[config.mk]
export PLATFORM = sky130hd
export DESIGN_NAME = seg7_scan_ctrl
export DESIGN_NICKNAME = d
export VERILOG_FILES = /design/src/rtl/seg7_scan_ctrl.sv
export SDC_FILE = /design/constraint.sdc
export NUM_CORES = 1
export LEC_CHECK = 0
export CORE_MARGIN = 8
export CORE_UTILIZATION = 50
export CTS_CLUSTER_DIAMETER = 120
export DETAILED_ROUTE_END_ITERATION = 16
export PLACE_DENSITY = 0.72
export SKIP_CTS_REPAIR_TIMING = 1
export SYNTH_ARGS = -nofsm -noshare
export SYNTH_HDL_FRONTEND = slang
export SYNTH_SLANG_ARGS = --single-unit
[constraint.sdc]
create_clock -name clk -period 3.3 [get_ports clk]
set_input_delay 0.99 -clock clk [delete_from_list [all_inputs] [get_ports clk]]
set_output_delay 0.99 -clock clk [all_outputs]
set_load 0.05 [all_outputs]
[src/rtl/seg7_scan_ctrl.sv]
// 4-digit common-anode 7-segment scanner: one shared hex decoder, a blanking gap at the
// start of every digit slot, and double-buffered data that only changes at frame boundaries.
module seg7_scan_ctrl #(
  parameter int DIV   = 100000,
  parameter int BLANK = 1000
) (
  input  logic        clk,
  input  logic        rst,
  input  logic [15:0] value,
  input  logic [3:0]  dp_in,
  input  logic [3:0]  digit_en,
  input  logic        lz_blank,
  input  logic        load,
  output logic        busy,
  output logic [6:0]  seg,
  output logic        dp,
  output logic [3:0]  an,
  output logic        frame_tick
);

  localparam int CW = (DIV > 1) ? $clog2(DIV) : 1;
  localparam logic [CW-1:0] CNT_LAST  = CW'(DIV - 1);
  localparam logic [CW-1:0] CNT_BLANK = CW'(BLANK);

  typedef enum logic {P_BLANK, P_SHOW} phase_t;

  phase_t      phase;
  logic [CW-1:0] cnt;
  logic [CW-1:0] cnt_next;
  logic [1:0]  d;
  logic [15:0] pend_val;
  logic [3:0]  pend_dp;
  logic [3:0]  pend_en;
  logic [15:0] act_val;
  logic [3:0]  act_dp;
  logic [3:0]  act_en;

  logic        slot_end;
  logic        boundary;
  logic [3:1]  zero_hi;
  logic [3:0]  dark;
  logic [3:0]  nib;
  logic        lit;

  function automatic logic [6:0] glyph(input logic [3:0] h);
    logic [6:0] g;
    case (h)
      4'h0: g = 7'b1111110;
      4'h1: g = 7'b0110000;
      4'h2: g = 7'b1101101;
      4'h3: g = 7'b1111001;
      4'h4: g = 7'b0110011;
      4'h5: g = 7'b1011011;
      4'h6: g = 7'b1011111;
      4'h7: g = 7'b1110000;
      4'h8: g = 7'b1111111;
      4'h9: g = 7'b1111011;
      4'hA: g = 7'b1110111;
      4'hB: g = 7'b0011111;
      4'hC: g = 7'b1001110;
      4'hD: g = 7'b0111101;
      4'hE: g = 7'b1001111;
      default: g = 7'b1000111;
    endcase
    return g;
  endfunction

  always_comb begin
    slot_end   = (cnt == CNT_LAST);
    boundary   = slot_end && (d == 2'd3);
    cnt_next   = slot_end ? '0 : cnt + 1'b1;
    // zero_hi[k]: nibbles 3..k are all zero, i.e. digit k is a leading zero
    zero_hi[3] = (act_val[15:12] == 4'h0);
    zero_hi[2] = zero_hi[3] && (act_val[11:8] == 4'h0);
    zero_hi[1] = zero_hi[2] && (act_val[7:4] == 4'h0);
    dark       = ~act_en | ({4{lz_blank}} & {zero_hi, 1'b0});
    nib        = act_val[{d, 2'b00} +: 4];
    lit        = (phase == P_SHOW) && !dark[d];
  end

  always_ff @(posedge clk) begin
    if (rst) begin
      phase      <= P_BLANK;
      cnt        <= '0;
      d          <= 2'd0;
      pend_val   <= 16'h0;
      pend_dp    <= 4'h0;
      pend_en    <= 4'h0;
      act_val    <= 16'h0;
      act_dp     <= 4'h0;
      act_en     <= 4'h0;
      busy       <= 1'b0;
      frame_tick <= 1'b0;
      an         <= 4'hF;
      seg        <= 7'h00;
      dp         <= 1'b0;
    end else begin
      cnt        <= cnt_next;
      phase      <= (cnt_next < CNT_BLANK) ? P_BLANK : P_SHOW;
      if (slot_end) d <= d + 2'd1;
      frame_tick <= boundary;

      if (boundary && busy) begin
        act_val <= pend_val;
        act_dp  <= pend_dp;
        act_en  <= pend_en;
      end

      // A load on the boundary edge wins over the clear, so its data waits a frame
      if (load) begin
        pend_val <= value;
        pend_dp  <= dp_in;
        pend_en  <= digit_en;
        busy     <= 1'b1;
      end else if (boundary) begin
        busy     <= 1'b0;
      end

      if (lit) begin
        an  <= ~(4'b0001 << d);
        seg <= glyph(nib);
        dp  <= act_dp[d];
      end else begin
        an  <= 4'hF;
        seg <= 7'h00;
        dp  <= 1'b0;
      end
    end
  end

endmodule

==> metrics.yaml <==
outcome:
  status: "completed"
grt:
  grt.total_usage: 0.154
  met3_usage: 0.0351
  gr-usage-met2: 0.242
  grt_pass1_wl_mm: 12.6
  grt_max_degree: 35
  grt_use_met1: 0.197
  busiest_layer: "met2"
  grt_pass1_vias: 2663
  overflow: 0
  antenna_found_initial: 0
clocking:
  clkSinkCount: 82
  htreeDepth: 3
  cts-root-buf: "clkbuf_8"
  cts_tree: "done"
  clkSlewWorstSetupHoldPaths_ns: 0.08
  clockBufferDepth: 2
  numCtsBuffers: 9
  insertion_delay_ns: 0.35
logic_synthesis:
  synth_nets: 431
  ys_warn_count: 0
  synth-edff-count: 0
  syn_area_per_cell_um2: 9.39
  synth_top_area_cell: "dfxtp_1"
  synth_cell_types: 52
  synthArstFlopShare: 0
  ys_seq_area_frac: 0.447
  synth_top_area_share: 0.447
  ys_ff_latch: 82
  synth_area_leaders: "dfxtp_1 45%, mux2i_1 6.8%, nand2_1 6.1%"
  ys.flop_type: "dfxtp_1"
  syn-cell-area_mm2: 0.00367
  syn_inst: 391
sta:
  tightest_slew_ns: 0.809
  fin_ws_ns: 0.755
  setup_tns_ns: 0
  drv_slew: 0
  hold_viol_final: 0
  rsz0062_at_grt: "no"
  fmax_mhz: 393
  finalSetupViolCount: 0
  fin_crit_ns: 2.55
  final.period_utilization: 0.771
  relSlewSlack: 0.455
  fin_skew_ns: 0.0108
floorplanning:
  core_area_mm2: 0.00718
  fp.dieH_um: 102
  die_w_um: 102
  die_area_mm2: 0.0103
  io-pin-count: 42
  rows: 31
  start_util: 0.512
placement:
  placed_cells: 513
  hpwl_mm: 5.21
  place_worst_setup_slack_ns: 0.758
  gp_congestion: 0.843
  io_buffers: 41
route:
  routed_via_density: 5.22
  totalWireLength_mm: 7.46
  antenna_left: 0
  dr.first_iter.drc_count: 112
  wl_per_cell_um: 14.1
  drt_pre_antenna_iters: 4
  vias: 2763
  drcViolationCount: 0
finish:
  most-common-layout-cells: "82 x dfxtp_1, 60 x nand2_1, 52 x nor2_1"
  fin_cells: 529
  ff_latch_area_mm2: 0.00164
  multi_input_comb_area_mm2: 0.00185
  fillers: 639
  layout_commonest_cell: "dfxtp_1"
  fin_nets: 465
  fin_util: 0.598
  syn_to_final_growth_pct: 16.8
  drive_gt1_frac: 0.133
  num_antenna_cells: 0
setup_path:
  startpoint_type: "flip-flop"
  slowest_stage: "clkdlybuf4s50_1"
  path_cells: "clkdlybuf4s50_1"
  path_buf_inv: 1
  worst-path-max-fanout: 4
  setup.worst_path.class: "reg -> out"
  cp_data_arrival_time_ns: 1.56
  crit_required_ns: 2.31
  critPathTopFamily: "buffers and inverters"
  end_kind: "output port"
  max_stage_delay_ns: 0.82
  r2r_slack_ns: 0.89
power:
  p_leak_nw: 1.56
  ir_drop_mv: 0.197
  power_mw: 1.80
  pwr_density_cell_mw_per_mm2: 420
job:
  maxCapViolCount: 0
worst_hold_path:
  min_path_type: "reg -> reg"
-- layer usage --
layer / share of wire / up-vias
li1: - / 1410
met1: 0.46 / 1292
met2: 0.47 / 49
met3: 0.047 / 12
met4: 0.016 / 0
met5: 0 / -
-- area by class of cell --
cell class,instances,area share
clock buffers,11,0.0353
clock inverters,5,0.00905
inverters,12,0.0105
multi-input cells,275,0.432
flip-flops and latches,82,0.383
well taps,99,0.0289
repair buffers,45,0.102
-- synthesized netlist by cell type, types with 3 or more instances --
library cell and instances:
a211oi_1 3, a21oi_1 11, a21oi_2 20, and4_1 5
buf_1 5, buf_2 4, buf_6 3, clkbuf_1 7
dfxtp_1 82, ha_1 12, inv_1 12, mux2i_1 25
mux4_2 5, nand2_1 60, nand3_1 9, nand4_1 5
nor2_1 52, nor2b_1 5, nor3_1 6, nor4_1 5
o21ai_0 4, xnor2_1 11, xor2_1 5
-- where the power goes --
part	internal (mW)	leakage (nW)	switching, mW
registers	1.01	0.666	0.0132
clock network	0.317	0.0955	0.362
logic	0.0526	0.801	0.0454
-- registers in the layout, indices dropped and copies added, names as in the netlist --
register and flops:
cnt 17, phase 1, act_val 16, seg 7
act_dp 4, dp 1, d 2, frame_tick 1
pend_en 4, pend_dp 4, pend_val 16, busy 1
act_en 4, an 4
-- metrics by stage --
| stage | instance area, µm² | hold slack [ns] |
|---|---|---|
| after floorplan | 3670 | 0.429 |
| final | 4290 | 0.453 |
| after CTS | 4290 | 0.458 |
| after detailed placement | 4100 | 0.450 |
| after global placement | 4100 | 0.443 |
| after global routing | 4290 | 0.475 |
-- cells by family (layout without fill, tap and decap cells) --
| logic type | count (synthesis) | count (layout) | share of synthesized area |
|---|---|---|---|
| flops | 82 | 82 | 0.447 |
| buf+inv | 34 | 73 | 0.0487 |
| fa+ha+maj | 12 | 12 | 0.0409 |
| compound gates | 51 | 51 | 0.102 |
| simple gates | 164 | 164 | 0.218 |
| mux | 32 | 32 | 0.105 |
| xor+xnor | 16 | 16 | 0.0382 |
-- worst paths after layout --
| path | startpoint | end | cells past startpoint |
|---|---|---|---|
| min | pend_val[15] | act_val[15] | 2 |
| max | busy | busy | 1 |
| max reg2reg | cnt[0] | phase | 6 |
| min reg2reg | pend_val[15] | act_val[15] | 2 |
No activity file was read; power rests on OpenSTA's default activity.
